**config.mk**
```make
export PLATFORM = sky130hd
export DESIGN_NAME = thirtytwobit_adder
export DESIGN_NICKNAME = d
export VERILOG_FILES = /design/src/rtl/thirtytwobit_adder.sv
export SDC_FILE = /design/constraint.sdc
export NUM_CORES = 1
export LEC_CHECK = 0
export ABC_AREA = 1
export ABC_CLOCK_PERIOD_IN_PS = 27500
export CAP_MARGIN = 20
export CORE_ASPECT_RATIO = 1.5
export CORE_MARGIN = 8
export CORE_UTILIZATION = 55
export DETAILED_ROUTE_END_ITERATION = 6
export DONT_BUFFER_PORTS = 1
export GPL_ROUTABILITY_DRIVEN = 1
export PLACE_DENSITY = 0.7
export SYNTH_ARGS = -nofsm -noshare
export SYNTH_HDL_FRONTEND = slang
export SYNTH_SLANG_ARGS = --single-unit
```
**constraint.sdc**
```tcl
create_clock -name clk -period 27.5 [get_ports clk]
set_clock_uncertainty 0.15 [all_clocks]
set_input_delay 5.5 -clock clk [delete_from_list [all_inputs] [get_ports clk]]
set_output_delay 5.5 -clock clk [all_outputs]
set_load 0.005 [all_outputs]
```
**src/rtl/thirtytwobit_adder.sv**
```systemverilog
// Ripple-carry adder built from one-bit full-adder cells, with registered copies of sum and carry.
// Define THIRTYTWOBIT_ADDER_OVF_EN to add the signed-overflow outputs overflow / overflow_q.

module thirtytwobit_adder_fa (
   input  logic i_a,
   input  logic i_b,
   input  logic i_cin,
   output logic o_sum,
   output logic o_cout,
   output logic o_and,
   output logic o_or
);
   logic w_half;

   assign w_half = i_a ^ i_b;
   assign o_sum  = w_half ^ i_cin;
   assign o_cout = (i_a & i_b) | (i_cin & w_half);
   assign o_and  = i_a & i_b;
   assign o_or   = i_a | i_b;
endmodule

module thirtytwobit_adder #(
   parameter int WIDTH = 32
) (
   input  logic             clk,
   input  logic             rst_n,
   input  logic [WIDTH-1:0] A,
   input  logic [WIDTH-1:0] B,
   input  logic             carry_in,
   output logic [WIDTH-1:0] Result,
   output logic             carry_out,
   output logic [WIDTH-1:0] gen,
   output logic [WIDTH-1:0] prop,
`ifdef THIRTYTWOBIT_ADDER_OVF_EN
   output logic             overflow,
   output logic             overflow_q,
`endif
   output logic [WIDTH-1:0] result_q,
   output logic             carry_q
);
   // w_carry[i] is the carry into bit i; w_carry[WIDTH] leaves the top cell.
   logic [WIDTH:0]   w_carry;
   logic [WIDTH-1:0] w_sum;
   logic [WIDTH-1:0] r_result_q;
   logic             r_carry_q;

   assign w_carry[0] = carry_in;

   for (genvar gi = 0; gi < WIDTH; gi++) begin : g_cell
      thirtytwobit_adder_fa u_fa (
         .i_a    (A[gi]),
         .i_b    (B[gi]),
         .i_cin  (w_carry[gi]),
         .o_sum  (w_sum[gi]),
         .o_cout (w_carry[gi+1]),
         .o_and  (gen[gi]),
         .o_or   (prop[gi])
      );
   end

   assign Result    = w_sum;
   assign carry_out = w_carry[WIDTH];

   always_ff @(posedge clk or negedge rst_n) begin
      if (!rst_n) begin
         r_result_q <= '0;
         r_carry_q  <= 1'b0;
      end else begin
         r_result_q <= w_sum;
         r_carry_q  <= w_carry[WIDTH];
      end
   end

   assign result_q = r_result_q;
   assign carry_q  = r_carry_q;

`ifdef THIRTYTWOBIT_ADDER_OVF_EN
   // Signed overflow: like-signed operands producing a result of the opposite sign.
   logic w_overflow;
   logic r_overflow_q;

   assign w_overflow = (A[WIDTH-1] == B[WIDTH-1]) && (w_sum[WIDTH-1] != A[WIDTH-1]);

   always_ff @(posedge clk or negedge rst_n) begin
      if (!rst_n) r_overflow_q <= 1'b0;
      else        r_overflow_q <= w_overflow;
   end

   assign overflow   = w_overflow;
   assign overflow_q = r_overflow_q;
`endif
endmodule

```
==> metrics list, run 1 <==
- Arrival time worst endpoint: 18.23 ns
- Once the floorplan was initialized, standard cells occupied 55.8% of the core.
- Wire length of the first global-routing pass: 9180 um
- Of the available clock period, the critical path in the final layout requires 86.8%.
* Net count after synthesis: 490
- Portion of the post-synthesis area used by sequential elements: 24.5%
- STA classifies the critical path endpoint as an output pin.
- The worst setup path is launched from an input pin.
* Detailed Route Iter0 Violations: 90
- The die is 79.9 um wide.
* Placed Area: 2740 um^2
- Final number of max-transition violations: 0
* Synthesized area per cell: 10.3 um^2
- 197 I/O pins were placed.
- The number of antenna violations at the first check in global routing is 0.
- Leakage power: 1.63 nW
- After clock tree synthesis, the clock-pin slew on the worst setup and hold paths is 0.07 ns.
- After Yosys synthesis, and, or, nand and nor cells account for 0% of the synthesized area.
- Hold WC Path Type: input pin to asynchronous set/reset pin
- Once detailed placement completed, the half-perimeter wirelength came to 5550 um.
* Synth Instances: 327
* Total grt overflow: 0
- Buffers from clock root to sink, at most: 2
- Via count of the first global-routing pass: 1691
- Total CTS buffers: 5
- The total area inside the core boundary comes to 6040 um^2.
- The routed layout has 1437 vias.
* Max-slew headroom at the worst pin: 90.4%
- After routing the design area is 2840 um^2.
- Fraction of synthesized cell area taken by the top area cell type: 24.5%
- Type of the setup path with the least slack: input pin to output pin
* Most frequent standard cell in the layout excluding fill and tap cells: inv_1
- The run finished with clean final reports.
- Combined area of the multi-input logic cells: 1440 um^2
* Main area contributors after synthesis: dfrtp_1, ha_1, buf_4
* Main combinational cell family by area after synthesis: adder cells
* Number of antenna-violating nets in the routed design: 0
- In this run the vertical extent of the chip is 112 um.
- CTS placed an instance of clkbuf_8 at the clock tree root.
* Die Footprint: 8940 um^2
* Layout Cells excl Fill: 313
- Drt first pass iters: 4
- The layout has 569 filler cells.
* Global router's overall resource usage: 13.1%
- Fmax: 0.0419 GHz
* Power Dens Cells: 46.4 nW/um^2
- Post CTS Setup Buffer Count: 0
* Setup total negative slack: 0 ns
* Pin count of the biggest net entering global routing: 34
- Synthesized cell area: 3370 um^2
* Mux contribution to synthesized area: 0%
- Most used cell along the critical path: fa_1
- Core Rows: 35
- Counting distinct cell types in the post-synthesis netlist gives 5.
* Post-DR vias/cell: 4.59
- Final standard cell utilization of the core: 47.1%
- Before CTS, the worst setup slack after placement is 3.57 ns.
* Delay contributed by the slowest stage of the critical path: 0.43 ns
* RD Place Congestion: 0.736
- After detailed routing, the average wire length per cell comes to 19.8 um.
- Maxcap violations: 0
- Required time at the endpoint of the critical path: 21.85 ns
* Peak supply drop: 0.0221 mV
* Maximum fanout along the worst path: 3
- Yosys reg bits: 33
- Cell with the biggest individual delay on the critical path: fa_1
* Post-Synth XOR/XNOR Area: 0%
- TritonCTS clock tree: built
- Across the whole layout, storage elements account for 826 um^2.
- 0 antenna diodes ended up in the layout.
* Layout overhead on the synthesized area: -15.6%
- RSZ-0062 raised after global routing: false
* Ratio of cells with drive above 1 in the final layout: 3.35%
* Post_cts resized: 0
- Final setup viols: 0
- Minimum clock period: 23.88 ns
- After detailed routing, the number of remaining DRC violations is 0.
- Library cell occupying the most area in the post-synthesis netlist: dfrtp_1
* Number of nets at the end of the flow: 401
- Maximum level of the CTS H-tree: 2
* Buffers added on ports: 0
* Wire length reported by the detailed router: 6190 um
- Most used cells in the layout excluding fill and tap cells: inv_1, ha_1, dfrtp_1
* Number of placed cells counting well taps: 305
- The tree built by TritonCTS fans out to 33 sinks.
- Final number of hold-violating endpoints: 0
- The synthesized netlist devotes 0% of its cell area to compound gates.
* Tightest Pin Transition: 0.144 ns
- During synthesis, Yosys emitted a total of 0 warnings.
- Area share of fa/ha/maj cells after synthesis: 42.8%
* Setup ws final: 3.62 ns
- The number of hold buffers added after CTS was 0.
worst paths after layout:
path	cells after the start	start	to
setup / recovery	36	A[0]	Result[31]
hold / removal	0	rst_n	result_q[11]
max in group asynchronous	0	rst_n	result_q[24]
min in group clk	1	carry_in	result_q[0]
registers in the layout, summed over array words and instances, names as in the netlist:
signal	cells
carry_q	1
result_q	32
per-layer routing:
metal	vias to the layer above	share of wire (%)	global-route usage, %	wire, um
met3	7	16	7.74	991
met2	109	55	24.8	3410
li1	608	-	-	-
met5	-	0	0	0
met1	713	27	10.3	1680
met4	0	1.6	4.76	102
synthesized netlist by cell type, drive strengths merged:
cell and instances:
buf 96, ha 64, dfrtp 33, fa 32, inv 102
area by class of cell:
cell class                 instances  share of cell area, %
sequential                        33                   29.0
multi-input combinational         96                   50.7
clock buffer                       7                   3.39
clock inverter                     1                  0.176
tap                               74                   3.26
inverter                         102                   13.5
through the flow:
stage	hold slack, ns	total power, mW
after CTS	4.75	0.135
final	4.75	0.132
after detailed placement	5.06	0.0937
after floorplan	5.05	0.101
after global placement	5.06	0.0925
after global routing	4.73	0.141
power breakdown:
group	total, mW	internal, mW	switching, mW	leakage [nW]
sequential	0.0639	0.0582	0.00575	0.385
combinational	0.0270	0.0114	0.0156	1.19
clock	0.0412	0.0226	0.0185	0.0542
cells by family after synthesis:
| group | after synthesis |
|---|---|
| buffers and inverters | 198 |
| adders and majority gates | 96 |
| DFF | 33 |
critical path, delay by kind of cell:
family / cells / cell delay (ns)
adders and majority gates: 32 / 12.39
buffers and inverters: 4 / 0.31
No activity file was read; power rests on OpenSTA's default activity.
==> run 2: changes to the inputs <==
- SYNTH_HIERARCHICAL: default -> 1
==> run 2 against run 1 <==
Maximum frequency fell by 0.60%. Hold slack improved by 0.0052 ns. Die area fell by 18%. Worst setup slack got worse by 0.14 ns. Combinational power barely moved. Critical path depth fell by 4. Core utilization rose by 12 points. Area after synthesis fell by 22%. Routed wire length rose by 1.3%. Clock power barely moved. Power barely moved. Largest power group unchanged.
==> metrics list, run 2 <==
- Run status: completed
- From synthesis to final layout, the design area changed by 7.00%.
- The number of cells in the finished layout apart from fillers came to 299 (-4.5%).
- Number of placed cells counting well taps: 291 (-4.6%)
- Max FFs per register: 32 (unchanged)
* Number of antenna-violating nets in the routed design: 0 (unchanged)
- Buffers added on ports: 0 (unchanged)
- Post_cts resized: 0 (unchanged)
- STA classifies the critical path startpoint as an input pin.
- The min-delay analysis places its worst path in the category input pin to asynchronous set/reset pin.
- Final HPWL from detailed placement: 5530 um (-0.46%)
* Post-DR vias/cell: 4.82 (+5.0%)
- Primary flip-flop cell chosen by synthesis mapping: dfrtp_1
* Synthesized area per cell: 11.7 um^2 (+13%)
- Type of the setup path with the least slack: input pin to output pin
- Met1 capacity usage during global routing: 12.4% (+2.1 points)
* Detailed Route Iter0 Violations: 49 (-46%)
- Portion of the post-synthesis area used by sequential elements: 31.4% (+6.9 points)
* Period utilization: 87.4% (+0.53 points)
* Area fraction in and, or, nand and nor cells after synthesis: 0% (unchanged)
* Most used cell along the critical path: fa_1
- Power Dens Cells: 47.0 nW/um^2 (+1.1%)
* Die Footprint: 7290 um^2 (-18%)
- The cell area after placement came to 2710 um^2 (-1.2%).
* Final number of max-transition violations: 0 (unchanged)
* Most instantiated library cell after synthesis: inv_1
- Synth cell count leaders: inv_1, ha_1, dfrtp_1, fa_1
- The required time of the critical path was 21.85 ns (about the same).
* Number of DRC violations after detailed routing: 0 (unchanged)
- Maximum level of the CTS H-tree: 2 (unchanged)
- Most used cells in the layout excluding fill and tap cells: inv_1, ha_1, dfrtp_1
- Mux contribution to synthesized area: 0% (unchanged)
- The critical-path maximum fanout came to 3 (unchanged).
- Wire length of the first global-routing pass: 9110 um (-0.69%)
- STA classifies the critical path endpoint as an output pin.
- IO Pins: 197 (unchanged)
* Max-slew headroom at the worst pin: 89.3% (-1.1 points)
- Ratio of cells with drive above 1 in the final layout: 3.43% (+0.086 points)
* Clk sink count: 33 (unchanged)
- The cts-stage hold buffer count came to 0 (unchanged).
- In this run the most used layer during global routing was met2.
- Maxcap violations: 0 (unchanged)
* Horizontal die dimension: 72.4 um (-9.4%)
- Library cell occupying the most area in the post-synthesis netlist: dfrtp_1
- The static leakage power came to 1.60 nW (-2.0%).
* Minimum clock period: 24.02 ns (+0.145 ns)
- Buffers from clock root to sink, at most: 2 (unchanged)
- The routing usage on met3 was 11.3% (+3.5 points).
- The number of post-CTS setup repair buffers is 0 (unchanged).
- Clock root buffer master: clkbuf_8
* Area share of fa/ha/maj cells after synthesis: 54.9% (+12 points)
- The first-pass detailed-route iteration total was 3 (-1).
- Total grt overflow: 0 (unchanged)
- The all-layer global routing usage is 16.6% (+3.4 points).
- The share of synthesized flip-flops with an asynchronous set or reset was 100% (unchanged).
- Antenna cells: 0 (unchanged)
- Wire length reported by the detailed router: 6270 um (+1.3%)
* Total CTS buffers: 5 (unchanged)
- Clock transition at path regs: 0.07 ns (about the same)
- The library cell used most frequently in the layout, excluding fill and tap cells, is inv_1.
- The gate count after technology mapping is 225 (-31%).
- Filler Cell Count: 394 (-31%)
- Hold_ws: 4.76 ns (+0.00519 ns)
- Peak supply drop: 0.0197 mV (-11%)
* Final setup viols: 0 (unchanged)
* Core Rows: 31 (-11%)
- Number of nets at the end of the flow: 395 (-1.5%)
- The placeable core area came to 4730 um^2 (-22%).
- The synthesized net count was 388 (-21%).
- Final number of hold-violating endpoints: 0 (unchanged)
- After synthesis, the largest family of logic cells by area is adder cells.
- The largest incremental delay on the critical path came to 0.54 ns (+0.11 ns).
- RD Place Congestion: 0.758 (+3.0%)
* Total number of yosys warnings: 6 (+6)
* Cell with the biggest individual delay on the critical path: fa_1
* Post-synth EDFFs: 0 (unchanged)
- The initial cell density of the core came to 55.5% (-0.25 points).
* Yosys reg bits: 33 (unchanged)
- RSZ-0062 raised after global routing: false
- The post-synth design cell area came to 2630 um^2 (-22%).
* Global-route met2 utilization: 31.5% (+6.7 points)
- By area the synthesized netlist is led by dfrtp_1, ha_1, fa_1.
- Power, Total: 0.132 mW (about the same)
- Die span in y: 101 um (-10%)
* Initial antenna violation count: 0 (unchanged)
* Tightest Pin Transition: 0.161 ns (+0.0161 ns)
- The synthesized-area fraction occupied by xor and xnor cells came to 0% (unchanged).
- Via count of the first global-routing pass: 1709 (+1.1%)
- The finished layout cell area was 2810 um^2 (-1.1%).
- The maximum achievable frequency came to 0.0416 GHz (-0.60%).
- Fraction of synthesized cell area taken by the top area cell type: 31.4% (+6.9 points)
- The signal arrival time at the worst endpoint came to 18.37 ns (+0.14 ns).
* Unique cell type count in the Yosys netlist: 4 (-1)
- The via count came to 1442 (+0.35%).
- The mean routed wirelength per cell is 21.0 um (+6.0%).
* Setup total negative slack: 0 ns (unchanged)
- Synth Area in Compound Gates: 0% (unchanged)
* Pin count of the biggest net entering global routing: 34 (unchanged)
* TritonCTS clock tree: built
## run 2: layout make-up
| type | instances | area (um^2) | share of cell area, % |
|---|---|---|---|
| inverters | 96 | 360 | 12.8 |
| clock inverters | 1 | 5.00 | 0.178 |
| clock buffers | 7 | 96.3 | 3.43 |
| multi-input cells | 96 | 1440 | 51.3 |
| flip-flops and latches | 33 | 826 | 29.4 |
| well taps | 66 | 82.6 | 2.94 |
## run 2: per-layer routing
metal	vias to the layer above	part of all wire [%]
met3	7	17
met5	-	0
met2	119	55
met4	0	1.3
li1	598	-
met1	718	26
## run 2: critical path, delay by kind of cell
| family | cells | cell delay (ns) |
|---|---|---|
| adder cells (fa/ha/maj) | 32 | 12.89 |
## run 2: final timing paths
kind	from	endpoint	slack (ns)	cells after the start
setup / recovery	A[0]	Result[31]	3.48	32
hold / removal	rst_n	result_q[7]	4.76	0
max in group asynchronous	rst_n	result_q[18]	22.37	0
min in group clk	B[31]	result_q[31]	5.30	1
## run 2: metrics by stage
| stage | util (%) | worst slack (ns) |
|---|---|---|
| after global placement | 57.3 | 3.60 |
| final | 59.4 | 3.48 |
| after global routing | 59.4 | 3.12 |
| after detailed placement | 57.3 | 3.48 |
| after floorplan | - | 4.03 |
| after CTS | 59.4 | 3.45 |
## run 2: kinds of logic after synthesis
group and count (synthesis):
buf+inv 96, fa+ha+maj 96, flops 33
## run 2: power by group
part	total, mW	switching, mW	internal [mW]
registers	0.0640	0.00582	0.0582
clock network	0.0409	0.0183	0.0226
logic	0.0271	0.0154	0.0117
total	0.132	0.0395	0.0925
==> run 3: changes to the inputs <==
- CAP_MARGIN: 20 -> 10
==> results of run 3 <==
The final DEF is identical to that of run 2; final timing and power are the same.
